`src/rtl/udp_tx_arbiter.sv`:
```
// Round-robin arbiter sharing one UDP transmit header + payload stream between N_REQ requesters.
// A grant spans one whole frame; payload length is checked against the UDP length field.
module udp_tx_arbiter #(
  parameter int unsigned N_REQ   = 4,
  parameter int unsigned IP_TTL  = 64,
  parameter int unsigned IP_DSCP = 0
) (
  input  logic                 clk,
  input  logic                 arst,
  input  logic [31:0]          local_ip,
  input  logic [N_REQ-1:0]     s_hdr_valid,
  output logic [N_REQ-1:0]     s_hdr_ready,
  input  logic [N_REQ*32-1:0]  s_dest_ip,
  input  logic [N_REQ*16-1:0]  s_src_port,
  input  logic [N_REQ*16-1:0]  s_dest_port,
  input  logic [N_REQ*16-1:0]  s_length,
  input  logic [N_REQ*8-1:0]   s_tdata,
  input  logic [N_REQ-1:0]     s_tvalid,
  output logic [N_REQ-1:0]     s_tready,
  input  logic [N_REQ-1:0]     s_tlast,
  input  logic [N_REQ-1:0]     s_tuser,
  output logic                 m_udp_hdr_valid,
  input  logic                 m_udp_hdr_ready,
  output logic [5:0]           m_udp_ip_dscp,
  output logic [1:0]           m_udp_ip_ecn,
  output logic [7:0]           m_udp_ip_ttl,
  output logic [31:0]          m_udp_ip_source_ip,
  output logic [31:0]          m_udp_ip_dest_ip,
  output logic [15:0]          m_udp_source_port,
  output logic [15:0]          m_udp_dest_port,
  output logic [15:0]          m_udp_length,
  output logic [15:0]          m_udp_checksum,
  output logic [7:0]           m_udp_payload_axis_tdata,
  output logic                 m_udp_payload_axis_tvalid,
  input  logic                 m_udp_payload_axis_tready,
  output logic                 m_udp_payload_axis_tlast,
  output logic                 m_udp_payload_axis_tuser,
  output logic [N_REQ-1:0]     o_grant,
  output logic                 o_busy,
  output logic [31:0]          o_frame_cnt,
  output logic                 o_len_err
);

  localparam int unsigned IdxW = $clog2(N_REQ);

  typedef enum logic [1:0] {StIdle, StHdr, StPay} state_e;

  state_e            state_q;
  logic [N_REQ-1:0]  grant_q;
  logic [IdxW-1:0]   gidx_q, last_q;
  logic [15:0]       len_q, cnt_q, cnt_inc;
  logic [31:0]       frame_cnt_q;
  logic              len_err_q;

  logic              found;
  logic [IdxW-1:0]   pick, j;
  logic              in_hdr, in_pay, hdr_hs, pay_hs;

  // Search starts one past the last served requester so simultaneous requests rotate.
  always_comb begin
    found = 1'b0;
    pick  = '0;
    j     = '0;
    for (int k = 1; k <= int'(N_REQ); k++) begin
      j = IdxW'((int'(last_q) + k) % int'(N_REQ));
      if (!found && s_hdr_valid[j]) begin
        found = 1'b1;
        pick  = j;
      end
    end
  end

  assign in_hdr = (state_q == StHdr);
  assign in_pay = (state_q == StPay);

  assign m_udp_hdr_valid    = in_hdr & s_hdr_valid[gidx_q];
  assign s_hdr_ready        = (in_hdr & m_udp_hdr_ready) ? grant_q : '0;
  assign m_udp_ip_dscp      = in_hdr ? 6'(IP_DSCP) : '0;
  assign m_udp_ip_ecn       = '0;
  assign m_udp_ip_ttl       = in_hdr ? 8'(IP_TTL) : '0;
  assign m_udp_ip_source_ip = in_hdr ? local_ip : '0;
  assign m_udp_ip_dest_ip   = in_hdr ? s_dest_ip[32*gidx_q +: 32] : '0;
  assign m_udp_source_port  = in_hdr ? s_src_port[16*gidx_q +: 16] : '0;
  assign m_udp_dest_port    = in_hdr ? s_dest_port[16*gidx_q +: 16] : '0;
  assign m_udp_length       = in_hdr ? s_length[16*gidx_q +: 16] : '0;
  assign m_udp_checksum     = '0;

  assign m_udp_payload_axis_tdata  = in_pay ? s_tdata[8*gidx_q +: 8] : '0;
  assign m_udp_payload_axis_tvalid = in_pay & s_tvalid[gidx_q];
  assign m_udp_payload_axis_tlast  = in_pay & s_tlast[gidx_q];
  assign m_udp_payload_axis_tuser  = in_pay & s_tuser[gidx_q];
  assign s_tready = (in_pay & m_udp_payload_axis_tready) ? grant_q : '0;

  assign hdr_hs  = m_udp_hdr_valid & m_udp_hdr_ready;
  assign pay_hs  = m_udp_payload_axis_tvalid & m_udp_payload_axis_tready;
  assign cnt_inc = (cnt_q == 16'hFFFF) ? cnt_q : cnt_q + 16'd1;

  assign o_grant     = grant_q;
  assign o_busy      = in_hdr | in_pay;
  assign o_frame_cnt = frame_cnt_q;
  assign o_len_err   = len_err_q;

  always_ff @(posedge clk or negedge arst) begin
    if (!arst) begin
      state_q     <= StIdle;
      grant_q     <= '0;
      gidx_q      <= '0;
      last_q      <= IdxW'(N_REQ - 1);
      len_q       <= '0;
      cnt_q       <= '0;
      frame_cnt_q <= '0;
      len_err_q   <= 1'b0;
    end else begin
      len_err_q <= 1'b0;
      case (state_q)
        StIdle: begin
          if (found) begin
            gidx_q  <= pick;
            grant_q <= {{(N_REQ-1){1'b0}}, 1'b1} << pick;
            state_q <= StHdr;
          end
        end
        StHdr: begin
          if (hdr_hs) begin
            len_q   <= s_length[16*gidx_q +: 16];
            cnt_q   <= '0;
            state_q <= StPay;
          end
        end
        StPay: begin
          if (pay_hs) begin
            cnt_q <= cnt_inc;
            if (m_udp_payload_axis_tlast) begin
              frame_cnt_q <= frame_cnt_q + 32'd1;
              last_q      <= gidx_q;
              grant_q     <= '0;
              state_q     <= StIdle;
              len_err_q   <= (len_q < 16'd8) || (cnt_inc != len_q - 16'd8);
            end
          end
        end
        default: state_q <= StIdle;
      endcase
    end
  end

endmodule

```
`config.mk`:
```
export PLATFORM = sky130hd
export DESIGN_NAME = udp_tx_arbiter
export DESIGN_NICKNAME = d
export VERILOG_FILES = /design/src/rtl/udp_tx_arbiter.sv
export SDC_FILE = /design/constraint.sdc
export NUM_CORES = 1
export LEC_CHECK = 0
export CORE_AREA = 3 3 235 237
export CTS_BUF_LIST = sky130_fd_sc_hd__clkbuf_16
export CTS_CLUSTER_DIAMETER = 100
export DETAILED_ROUTE_END_ITERATION = 16
export DIE_AREA = 0 0 238 240
export GPL_ROUTABILITY_DRIVEN = 0
export PLACE_DENSITY_LB_ADDON = 0.25
export SETUP_SLACK_MARGIN = 0.5
export SYNTH_ARGS = -nofsm -noshare
export SYNTH_HDL_FRONTEND = slang
export SYNTH_SLANG_ARGS = --single-unit
```
`constraint.sdc`:
```
create_clock -name clk -period 3.1 [get_ports clk]
set_input_delay 0.62 -clock clk [delete_from_list [all_inputs] [get_ports clk]]
set_output_delay 0.62 -clock clk [all_outputs]
set_load 0.1 [all_outputs]
```
Word-level counts from Yosys, hierarchy flattened --
Index checks and enable logic that the tools add are counted. Widths: inputs -> output; s select.
Cells by class: add/sub/neg operators 7, order comparisons 6, equal/unequal tests 8, shifts and indexed selects 6, mux-type cells 49, bitwise logic cells 9, reduce and logical (&&, ||, !) cells 16
Operators by type and width (count):
- $shiftx 64x7->16 | 3
- $shiftx 128x8->32 | 1
- $mux 16 | 6
- $mux 32 | 2
- $add 32x1->32 const B | 1
- $pmux 16 s2 | 1
- $shiftx 32x6->8 | 1
- $mux 4 | 5
- $add 16x1->16 const B | 1
- $bmux 1 s2 | 8
- $eq 16x16->1 const B | 1
- $lt 16x4->1 const B | 1
- $mux 2 | 8
- $ne 16x16->1 | 1
- $sub 16x4->16 const B | 1
- $lt 2x3->1 const B | 5
- $mux 1 | 15
- $and 1x1->1 | 8
- $mux 8 | 1
- $pmux 4 s2 | 1
- $reduce_and 4->1 | 2
- $mux 7 | 1
- $pmux 2 s3 | 1
- $reduce_and 3->1 | 2
- 14 further kinds | 24
Word-level totals: register bits 75, output and inout bits 202, word-level logic and storage cells 109

Logic depth before layout (Yosys ltp) --
depth after elaboration 16, depth in mapped cells 11, mapped depth without buffers 9

Least setup slack after synthesis --
Ideal clock, no wire load.
path kind reg-to-output, from register gidx_q[0], to output port m_udp_dest_port[14], data arrival time 2.221 ns, required time 2.480 ns, slack 0.259 ns, cell stages (with the launch flop) 5, cells stage by stage dfrtp_1 > clkbuf_1 > buf_1 > mux4_2 > and2_1
On the way: cells in the longest elaborated chain, start to end 2
RTL lines:
- start, declared | RTL line 50 | logic [IdxW-1:0] gidx_q, last_q;
- start signal, assigned | RTL line 118 | gidx_q <= pick;
- $shiftx 64x7->16 | RTL line 84 | assign m_udp_dest_port = in_hdr ? s_dest_port[16*gidx_q +: 16] : '0;
- $mux 16 | RTL line 84
- end, declared | RTL line 30 | output logic [15:0] m_udp_dest_port,
Every way passes these cells.

Worst setup path in the final report --
from register gidx_q[0], to output port m_udp_ip_dest_ip[0]
On the way: cells in the longest elaborated chain, start to end 2
RTL lines:
- $shiftx 128x8->32 | RTL line 82 | assign m_udp_ip_dest_ip = in_hdr ? s_dest_ip[32*gidx_q +: 32] : '0;
- $mux 32 | RTL line 82
- end, declared | RTL line 28 | output logic [31:0] m_udp_ip_dest_ip,
Every way passes these cells.

==> results.md <==
- Clk Latency, worst-skew pair: 0.34 ns
- Clk_skew: 0.0119 ns
- Max clock buf depth: 2
- Drt via density: 4.13
- Vias in the first global route: 8,862
- Endpoint class of the critical path: primary output
- CP dominant cell by count: buf_12
- Die Y: 240 um
- Initial Util: 14.0%
- Max VDD drop: 693 uV
- CP Cell Sequence: buf_12 > buf_12 > clkbuf_16 > mux4_2 > and2_4 > buf_12
- Leakage Power: 6.72 nW
- CP arrival: 2.12 ns
- Commonest non-fill, non-tap cell in the layout: clkdlybuf4s50_1
- Synth Area in Adders: 1.01%
- CP Class: reg -> out
- First-pass GRT wire length: 63,000 um
- Setup TNS: 0 ns
- Netlist Area Pre-Place: 7470 um^2
- Sequential area share after synthesis: 25.2%
- Die width: 238 um
- GR peak layer: met2
- Mapped Cells: 734
- Area delta synth->final: 121%
- Crit-path max cell delay: 0.49 ns
- Met2 usage: 28.1%
- CP max FO: 7
- EDFF count, synth: 0
- Final std cells w/o fill: 2,058
- Via Count: 8,493
- Min Hold Slack: 0.282 ns
- Most used DFF post-synth: dfrtp_1
- Mux contribution to synthesized area: 30.3%
- Sink Count: 75
- Clock transition at path regs: 0.07 ns
- CTS tree: yes
- Antenna-violating nets left: 0
- Reg power frac: 7.4%
- DP Cell Count: 1,988
- WP data required: 2.48 ns
- #FFs+latches synth: 75
- Die area: 57,100 um^2
- GRT Util Overall: 15.3%
- Detail Placement HPWL: 39,300 um
- Clock share of power: 5.5%
- Comb pwr share: 87.1%
- DR WL/cell: 22.7 um
- Net switching power: 10.8 mW
- Global route total overflow: 0
- FF-to-FF setup slack: 0.59 ns
- Asr flop ratio synth: 100%
- Design Power: 19.1 mW
- Avg Synthesized Cell Area: 10.2 um^2
- Largest family of logic cells by synthesized area: multiplexers
- Netlist cell types: 54
- Design Area, Final: 16,500 um^2
- CTS root buffer: clkbuf_16
- Max Cap Viol: 0
- Num CTS Buffers: 9
- Cts hold-fix bufs: 0
- Area post-placement: 15,500 um^2
- CP startpoint kind: register
- Slowest-stage cell, CP: dfrtp_4
- IO Port Bufs: 574
- Worst hold path type: in -> async
- Ports: 606
- Filler Cells Inserted: 5,518
- RSZ-0062 raised after global routing: yes
- Synth Area in XOR/XNOR: 7.10%
- Final hold viol count: 0
- Min cycle time layout: 2.74 ns
- Switching share of total power: 56.5%
- Met3 global-route usage: 6.23%
- Highest Clock Rate: 0.365 GHz
- Pint: 8.33 mW
- Nets: 1,764
- Cell family with most CP delay: buffers and inverters
- Fraction of layout cells with a size suffix above 1: 36.9%
- Antenna violations before repair: 9
- Most frequent cells in the layout: clkdlybuf4s50_1, buf_12, buf_4
- Drt pass-1 iters: 5
- Critical path buffers and inverters: 4
- Detailed Route Iter0 Violations: 321
- Power per standard cell area: 1160 nW/um^2
- Post-synthesis compound-gate area fraction: 4.93%
- Relative max-transition margin: 57.3%
- H-Tree Depth: 3
- Core Rows: 85
- DR DRC count: 0
- Period utilization: 88.4%
- Final setup vio count: 0
- Simple logic cell fraction of the synthesized area: 24.7%
- Routed WL: 46,600 um
- Pins Over Slew Limit: 0
- Ys Warns: 0
- Status: finished, final reports clean
- Largest net degree at the start of global routing: 48
- Routing usage on met1: 16.7%
- Worst-Margin Slew: 0.640 ns
- Core area: 53,500 um^2
==> power groups by stage <==
stage	Clock [mW]	Combinational (mW)	Sequential (mW)
final	1.05	16.7	1.42
after global routing	1.11	17.4	1.45
after CTS	1.07	16.3	1.43
after detailed placement	0	15.7	1.55
after global placement	0	15.7	1.54
after floorplan	0	9.67	1.54
==> cells in the mapped netlist, types with 9 or more instances <==
cell	count	area, um^2
xnor2_1	41	359
dfrtp_1	73	1830
mux2i_1	9	90.1
inv_1	13	48.8
and4_1	9	78.8
nand4_1	16	100
nor3_1	10	50.1
clkbuf_1	27	101
and2_1	131	820
xor2_1	17	149
buf_2	15	75.1
nor2_1	27	101
a21oi_1	15	75.1
nand2_1	71	267
mux4_2	92	2070
o21ai_0	20	100
buf_4	33	248
mux2_2	9	101
and3_1	16	100
nand3_1	24	120
==> what timing repair did <==
item	4_1_cts	5_1_grt
gates resized for setup	13	92
buffers inserted	27	18
cloned	2	4
endpoints found under the setup margin	120	137
pin swaps	1	18
==> state kept, by name (all words and copies together) (netlist names) <==
name         flops
cnt_q           16
len_q           16
state_q          2
o_frame_cnt     32
last_q           2
o_len_err        1
gidx_q           2
o_grant          4
==> per-stage QoR <==
stage	util, %	setup WS, ns
6_report	30.8	0.360
5_1_grt	30.8	0.289
4_1_cts	30.0	0.310
3_5_place_dp	28.9	0.123
3_3_place_gp	28.9	0.193
2_1_floorplan	-	0.542
==> routing by layer <==
layer  part of all wire (%)  wire length, um  vias to the layer above
met5                  0.094               44                        -
met4                    1.1              508                        6
met3                    9.9             4600                       31
met2                     52            24400                      364
met1                     37            17100                     4219
li1                       -                -                     3873
==> layout make-up <==
| type | instances | area (um^2) | area share [%] |
|---|---|---|---|
| Multi-Input combinational cell | 594 | 5470 | 33.1 |
| Inverter | 14 | 52.6 | 0.318 |
| Timing Repair Buffer | 660 | 7910 | 47.9 |
| Clock inverter | 7 | 67.6 | 0.409 |
| Antenna cell | 3 | 7.51 | 0.0455 |
| Clock buffer | 9 | 225 | 1.36 |
| Tap cell | 696 | 871 | 5.28 |
| Sequential cell | 75 | 1900 | 11.5 |
==> logic make-up (layout without fill, tap and decap cells) <==
kind of cell	after synthesis	in the layout
mux	110	110
simple gates	329	329
fa+ha+maj	6	6
compound gates	59	59
other cells	1	34
flops	75	75
buf+inv	95	690
xor+xnor	59	59
==> worst paths after layout <==
path | to | cells after the start | startpoint
setup / recovery | m_udp_ip_dest_ip[0] | 6 | gidx_q[0]
hold / removal | o_frame_cnt[14] | 1 | arst
setup reg to reg | cnt_q[0] | 9 | gidx_q[0]
hold reg to reg | o_frame_cnt[7] | 1 | o_frame_cnt[7]
max in group asynchronous | len_q[4] | 2 | arst
min in group clk | o_frame_cnt[7] | 1 | o_frame_cnt[7]
==> worst reg2reg max path, cell delays in order, from the launching register on <==
cell     delay [ns]
dfrtp_4        0.54
buf_4          0.19
buf_6          0.16
mux4_2         0.36
nand3_2        0.13
nand2_1        0.13
and2_1         0.22
buf_4          0.19
a21o_1         0.20
mux2_2         0.26
(Power assumes the default switching activity.)
